--- config.mk ---
export PLATFORM = sky130hd
export DESIGN_NAME = strig_arbiter
export DESIGN_NICKNAME = d
export VERILOG_FILES = /design/src/rtl/trig_pkg.sv /design/src/rtl/rr_pick.sv /design/src/rtl/strig_arbiter.sv
export SDC_FILE = /design/constraint.sdc
export NUM_CORES = 1
export LEC_CHECK = 0
export ABC_AREA = 0
export ABC_CLOCK_PERIOD_IN_PS = 2500
export CAP_MARGIN = 20
export CORE_ASPECT_RATIO = 1.4
export CORE_MARGIN = 2
export CORE_UTILIZATION = 45
export CTS_CLUSTER_DIAMETER = 50
export CTS_CLUSTER_SIZE = 10
export DETAILED_ROUTE_END_ITERATION = 10
export PLACE_DENSITY = 0.72
export REMOVE_ABC_BUFFERS = 1
export SYNTH_ARGS = -nofsm -noshare
export SYNTH_HDL_FRONTEND = slang
export SYNTH_SLANG_ARGS = --single-unit
export TNS_END_PERCENT = 50
--- constraint.sdc ---
create_clock -name adcclk -period 2.5 [get_ports adcclk]
set_input_delay 0.625 -clock adcclk [delete_from_list [all_inputs] [get_ports adcclk]]
set_output_delay 0.625 -clock adcclk [all_outputs]
set_load 0.01 [all_outputs]
--- src/rtl/trig_pkg.sv ---
// ---------------------------------------------------------------------------
// trig_pkg
// Shared definitions for the self-trigger arbiter:
//   - state_t   : arbiter FSM encoding (IDLE/REQ/BUSY/DEAD)
//   - LOST_MAX  : saturation value of the lost-trigger counter
//   - chan_bits : width of a channel index for a given channel count
// ---------------------------------------------------------------------------
package trig_pkg;

    typedef enum logic [1:0] {
        ST_IDLE = 2'd0,
        ST_REQ  = 2'd1,
        ST_BUSY = 2'd2,
        ST_DEAD = 2'd3
    } state_t;

    localparam logic [15:0] LOST_MAX = 16'hFFFF;

    // ceil(log2(n)) with a floor of 1, valid for 2..32 channels
    function automatic int chan_bits(input int n);
        int b;
        b = 32'sd1;
        for (int i = 0; i < 5; i++) begin
            if ((32'sd1 << b) < n) begin
                b = b + 32'sd1;
            end else begin
                b = b;
            end
        end
        return b;
    endfunction

endpackage

--- src/rtl/rr_pick.sv ---
// ---------------------------------------------------------------------------
// rr_pick
// Combinational round-robin selector. Finds the first set bit of 'pending'
// strictly after index 'last', scanning upward and wrapping at NCH-1.
// Ports:
//   pending [NCH]    : request vector
//   last    [CHBITS] : most recently granted channel
//   next    [CHBITS] : selected channel (0 when none)
//   valid            : at least one pending bit was found
// ---------------------------------------------------------------------------
module rr_pick #(
    parameter int NCH    = 4,
    parameter int CHBITS = 2
) (
    input  logic [NCH-1:0]    pending,
    input  logic [CHBITS-1:0] last,
    output logic [CHBITS-1:0] next,
    output logic              valid
);

    // idx_s needs one extra bit: last + offset reaches at most 2*NCH-1
    logic [CHBITS:0] idx_s;

    // scan offsets 1..NCH so 'last' itself is considered only after a full wrap
    always_comb begin
        next  = {CHBITS{1'b0}};
        valid = 1'b0;
        idx_s = {(CHBITS+1){1'b0}};
        for (int off = 1; off <= NCH; off++) begin
            idx_s = {1'b0, last} + (CHBITS+1)'(off);
            if (idx_s >= (CHBITS+1)'(NCH)) begin
                idx_s = idx_s - (CHBITS+1)'(NCH);
            end else begin
                idx_s = idx_s;
            end
            if (!valid && pending[idx_s[CHBITS-1:0]]) begin
                valid = 1'b1;
                next  = idx_s[CHBITS-1:0];
            end else begin
                valid = valid;
            end
        end
    end

endmodule

--- src/rtl/strig_arbiter.sv ---
// ---------------------------------------------------------------------------
// strig_arbiter
// Latches 1-clock self-trigger pulses from NCH channels and serialises them
// onto a single event-writer handshake with round-robin arbitration, a
// programmable dead time after each event and a writer watchdog.
// Ports:
//   adcclk            : clock, rising edge
//   rst_n             : asynchronous active-low reset
//   enable            : low blocks new grants and flushes pending triggers
//   trig     [NCH]    : self-trigger pulses
//   deadtime [DTBITS] : idle clocks after each event
//   timeout  [TOBITS] : BUSY watchdog limit, 0 disables
//   wr_req / wr_chan  : request and channel to the event writer
//   wr_ack / wr_done  : writer accept and finish strobes
//   inhibit  [NCH]    : per-channel inhibit back to the trigger units
//   lost     [16]     : saturating count of cycles with a re-trigger
//   tmo_err           : sticky watchdog-abort flag
// ---------------------------------------------------------------------------
module strig_arbiter
    import trig_pkg::*;
#(
    parameter int NCH    = 4,
    parameter int CHBITS = chan_bits(NCH),
    parameter int DTBITS = 8,
    parameter int TOBITS = 12
) (
    input  logic              adcclk,
    input  logic              rst_n,
    input  logic              enable,
    input  logic [NCH-1:0]    trig,
    input  logic [DTBITS-1:0] deadtime,
    input  logic [TOBITS-1:0] timeout,
    output logic              wr_req,
    output logic [CHBITS-1:0] wr_chan,
    input  logic              wr_ack,
    input  logic              wr_done,
    output logic [NCH-1:0]    inhibit,
    output logic [15:0]       lost,
    output logic              tmo_err
);

    localparam logic [NCH-1:0] ONE_HOT0 = {{(NCH-1){1'b0}}, 1'b1};

    state_t            state_r;
    logic [NCH-1:0]    pending_r;
    logic [CHBITS-1:0] rr_r;
    logic [CHBITS-1:0] wr_chan_r;
    logic              wr_req_r;
    logic              tmo_err_r;
    logic [15:0]       lost_r;
    logic [DTBITS-1:0] dead_cnt_r;
    logic [TOBITS-1:0] wd_cnt_r;

    logic [CHBITS-1:0] pick_s;
    logic              pick_valid_s;
    logic              grant_s;
    logic [NCH-1:0]    grant_mask_s;
    logic              lost_hit_s;
    logic              active_s;

    rr_pick #(
        .NCH    (NCH),
        .CHBITS (CHBITS)
    ) u_rr_pick (
        .pending (pending_r),
        .last    (rr_r),
        .next    (pick_s),
        .valid   (pick_valid_s)
    );

    // grant decode and re-trigger detection; a trig coinciding with the
    // grant-clear of its own channel is a fresh trigger, not a lost one
    always_comb begin
        grant_s = (state_r == ST_IDLE) && enable && pick_valid_s;
        if (grant_s) begin
            grant_mask_s = ONE_HOT0 << pick_s;
        end else begin
            grant_mask_s = {NCH{1'b0}};
        end
        lost_hit_s = enable && (|(trig & pending_r & ~grant_mask_s));
        active_s   = (state_r == ST_REQ) || (state_r == ST_BUSY);
    end

    // pending latch: set beats grant-clear; disabled arbiter flushes everything
    always_ff @(posedge adcclk or negedge rst_n) begin
        if (!rst_n) begin
            pending_r <= {NCH{1'b0}};
        end else if (!enable) begin
            pending_r <= {NCH{1'b0}};
        end else begin
            pending_r <= (pending_r & ~grant_mask_s) | trig;
        end
    end

    // lost counter: at most one increment per cycle, saturating
    always_ff @(posedge adcclk or negedge rst_n) begin
        if (!rst_n) begin
            lost_r <= 16'h0000;
        end else if (lost_hit_s && (lost_r != LOST_MAX)) begin
            lost_r <= lost_r + 16'h0001;
        end else begin
            lost_r <= lost_r;
        end
    end

    // arbiter FSM with registered request, channel, counters and error flag
    always_ff @(posedge adcclk or negedge rst_n) begin
        if (!rst_n) begin
            state_r    <= ST_IDLE;
            rr_r       <= CHBITS'(NCH - 1);
            wr_chan_r  <= {CHBITS{1'b0}};
            wr_req_r   <= 1'b0;
            tmo_err_r  <= 1'b0;
            dead_cnt_r <= {DTBITS{1'b0}};
            wd_cnt_r   <= {TOBITS{1'b0}};
        end else begin
            case (state_r)
                ST_IDLE: begin
                    if (grant_s) begin
                        wr_chan_r <= pick_s;
                        rr_r      <= pick_s;
                        wr_req_r  <= 1'b1;
                        state_r   <= ST_REQ;
                    end else begin
                        state_r   <= ST_IDLE;
                    end
                end
                ST_REQ: begin
                    // a done in the ack cycle is deliberately ignored
                    if (wr_ack) begin
                        wr_req_r <= 1'b0;
                        wd_cnt_r <= {TOBITS{1'b0}};
                        state_r  <= ST_BUSY;
                    end else begin
                        state_r  <= ST_REQ;
                    end
                end
                ST_BUSY: begin
                    if (wr_done) begin
                        dead_cnt_r <= deadtime;
                        state_r    <= ST_DEAD;
                    end else if ((timeout != {TOBITS{1'b0}}) &&
                                 (wd_cnt_r == (timeout - TOBITS'(1)))) begin
                        tmo_err_r  <= 1'b1;
                        dead_cnt_r <= deadtime;
                        state_r    <= ST_DEAD;
                    end else begin
                        wd_cnt_r   <= wd_cnt_r + TOBITS'(1);
                    end
                end
                ST_DEAD: begin
                    if (dead_cnt_r == {DTBITS{1'b0}}) begin
                        state_r    <= ST_IDLE;
                    end else begin
                        dead_cnt_r <= dead_cnt_r - DTBITS'(1);
                    end
                end
                default: begin
                    state_r  <= ST_IDLE;
                    wr_req_r <= 1'b0;
                end
            endcase
        end
    end

    assign wr_req  = wr_req_r;
    assign wr_chan = wr_chan_r;
    assign lost    = lost_r;
    assign tmo_err = tmo_err_r;
    assign inhibit = pending_r | (active_s ? (ONE_HOT0 << wr_chan_r) : {NCH{1'b0}});

endmodule

==> impl_metrics.csv <==
group,metric,value,unit
status,status,"finished, violations left",
status,violations,"negative setup slack",
sta,fmax,354,MHz
worst_setup_path,cpPeakStageDelay,0.40,ns
global_route,grt_max_degree,28,
pwr,intPower,0.00194,W
pwr,p_sw,0.00114,W
cells_and_area,drive_gt1_share,27.3,%
sta,worst_slew_pin_slew,0.895,ns
synthesis,synthArstFlopShare,100,%
floorplan,placementRows,36,
synthesis,synth_edf_count,0,
global_route,antenna_found_initial,0,
worst_setup_path,start_kind,"input pin",
clocking,cts.path.max_buffers,2,
worst_setup_path,worstPathMaxFanout,6,
worst_setup_path,critical_path_required,2.72,ns
floorplan,pin_count,53,
cells_and_area,multi_input_area,2140,um^2
clocking,htreeDepth,2,
cells_and_area,seq_area,1200,um^2
worst_setup_path,end_kind,"register",
worst_setup_path,worst_ep_arrival_time,3.05,ns
global_route,grt_overflow,0,
placed_design,place.gp.congestion,0.935,
synthesis,syn_area,3230,um^2
global_route,grt_pass1_wl,14600,um
worst_setup_path,crit_slowest_cell,"or3_4",
pwr,ir_drop,0.467,mV
sta,setup_slack,-0.324,ns
synthesis,synth-seq-cells,48,
synthesis,yosysUniqueCellTypes,64,
synthesis,yosysWarnings,0,
worst_hold_path,worstHoldPathType,"input pin to async pin",
floorplan,initial_core_util,46.5,%
cells_and_area,final_cell_area,4610,um^2
sta,finalHoldViolCount,0,
placed_design,dp_hpwl,6210,um
clocking,tritoncts,"built",
clocking,clock_latency,0.30,ns
drt,wl_per_cell,16.0,um
sta,finalCritPeriodShare,113,%
drt,vias,3195,
pwr,p_sw_share,37.1,%
drt,first_iter_violations,169,
synthesis,yosysSeqAreaShare,37.3,%
drt,viasPerCell,5.81,
drt,drc,0,
pwr,power.density,667,nW/um^2
synthesis,synth_top_area_share,35.7,%
clocking,clk_pin_slew,0.09,ns
synthesis,ys.flop_type,"dfrtp_1",
global_route,grt_use_total,23.1,%
pwr,clockPowerShare,18.7,%
placed_design,port_buffers,52,
run,drv_cap,0,
sta,setup_viol,22,
sta,report.final.slew_viol_count,0,
pwr,combPwrFrac,43.1,%
clocking,cts_root_buf,"clkbuf_8",
global_route,grt_pass1_vias,3205,
cells_and_area,fillers,552,
floorplan,die_area,7880,um^2
cells_and_area,antenna_cells,0,
sta,rsz0062_at_grt,"true",
synthesis,synth_area_leaders,"dfrtp_1 36%, xnor2_1 5.4%, ha_1 3.9%",
synthesis,synthCells,354,
synthesis,yosysTopAreaCell,"dfrtp_1",
drt,ant_nets,0,
worst_setup_path,worstSetupPathType,"input pin to register",
clocking,hold_buffers,0,
sta,slew-limit-headroom,40.3,%
clocking,cts_buffers,5,
cells_and_area,area_delta_synth_final,42.8,%
floorplan,fp.dieW,75.6,um
synthesis,synth.avg_cell_area,9.12,um^2
pwr,power.leakage,1.93,nW
floorplan,die_h,104,um
drt,first_pass_iters,4,
pwr,seqPwrFrac,38.2,%
placed_design,dp_slack,-1.01,ns
cells_and_area,finalNetCount,493,
placed_design,dpl-instance-area,4140,um^2
floorplan,core,6940,um^2
sta,fin_skew,0.00776,ns
sta,min_period,2.82,ns
drt,wl,8780,um
worst_setup_path,crit_chain,"buf_8, inv_6, ha_4, or3b_4, or3_4, a211oi_4, o22ai_4, buf_6, o31a_4, a221oi_2, a2bb2oi_1",
synthesis,yosysMostFrequentCell,"dfrtp_1",
synthesis,synth_common_cells,"46 x dfrtp_1, 23 x nand2_1, 20 x inv_1, 20 x xnor2_1",
clocking,cts.sinks,48,
power by group through the flow:
stage,clock (W),combinational [W],sequential [W]
final,0.000576,0.00133,0.00117
after global routing,0.000625,0.00146,0.00120
after global placement,0,0.00115,0.00117
after CTS,0.000587,0.00129,0.00117
after floorplan,0,0.000648,0.00115
after detailed placement,0,0.00118,0.00118
state kept, by name (all words and copies together) (netlist names), named ones only:
register	count
lost	16
wd_cnt_r	12
wr_chan	2
dead_cnt_r	8
rr_r	2
tmo_err	1
pending_r	4
state_r	1
wr_req	1
worst max-delay path: cells and delay by family:
family	cells	cell delay [ns]
AO/OA/AOI/OAI	5	1.18
AND/OR/NAND/NOR	2	0.78
buffers and inverters	3	0.31
adder cells (fa/ha/maj)	1	0.13
worst paths after layout:
| check | startpoint | end | slack, ns | cells past startpoint |
|---|---|---|---|---|
| max reg2reg | state_r[0] | dead_cnt_r[6] | -0.02 | 6 |
| min in group adcclk | tmo_err | tmo_err | 0.49 | 1 |
| min reg2reg | tmo_err | tmo_err | 0.49 | 1 |
| min | rst_n | dead_cnt_r[5] | 0.33 | 1 |
| max in group asynchronous | rst_n | rr_r[1] | 1.54 | 2 |
| max | timeout[1] | dead_cnt_r[2] | -0.32 | 11 |
per-stage QoR:
step	hold slack [ns]	setup TNS [ns]	utilization, %	total power [W]	cells
6_report	0.329	-5.18	66.5	0.00308	550
5_1_grt	0.373	-6.65	66.5	0.00328	550
4_1_cts	0.352	-4.46	65.2	0.00304	550
3_5_place_dp	0.474	-22.35	59.7	0.00236	533
3_3_place_gp	0.466	-19.95	59.7	0.00233	533
2_1_floorplan	0.329	-8.64	-	0.00180	343
timing repair:
action | in CTS | in global routing
setup endpoints to repair | 27 | 37
endpoints found under the hold margin | 0 | 0
pin swaps | 28 | 5
buffers inserted | 8 | 0
gates resized for setup | 68 | 22
gates cloned | 2 | 0
cell families (layout without fill, tap and decap cells):
family,after synthesis,after routing,share of synthesized area [%]
fa+ha+maj,10,10,3.88
flops,48,48,37.3
simple gates,142,142,24.7
mux,10,10,3.14
compound gates,86,87,19.6
xor+xnor,27,27,7.33
buf+inv,31,131,4.15
metal layers:
metal | GRT usage (%) | vias to the layer above | wire [um]
li1 | - | 1529 | -
met1 | 27.9 | 1568 | 3580
met2 | 40.4 | 77 | 4620
met3 | 3.49 | 21 | 340
met4 | 7.77 | 0 | 230
met5 | 0 | - | 0
final cells by class:
| type | count | share of cell area (%) |
|---|---|---|
| Clock buffer | 5 | 1.49 |
| Clock inverter | 3 | 1.00 |
| Inverter | 20 | 1.79 |
| Multi-Input combinational cell | 276 | 46.4 |
| Sequential cell | 48 | 26.1 |
| Tap cell | 95 | 2.58 |
| Timing Repair Buffer | 103 | 20.6 |
layout by cell type, fill, tap and decap left out, types with 4 or more instances in the layout:
cell type,Yosys,routed
a21oi_1,19,15
a221oi_2,0,5
a31o_2,5,5
and3_1,13,13
buf_2,2,4
buf_4,0,43
buf_6,2,6
clkbuf_8,0,5
clkdlybuf4s50_1,0,40
dfrtp_1,46,45
ha_1,10,8
inv_1,20,17
mux2i_1,9,9
nand2_1,23,23
nand3_1,19,19
nand4_1,12,12
nor2_1,16,16
nor3_1,11,9
nor4_1,11,5
nor4_2,0,6
o211ai_1,6,6
o21a_1,7,7
o21ai_0,13,11
or3_1,10,8
or4_1,6,4
xnor2_1,20,20
xor2_1,7,5
Power figures use the tool's default switching activity.
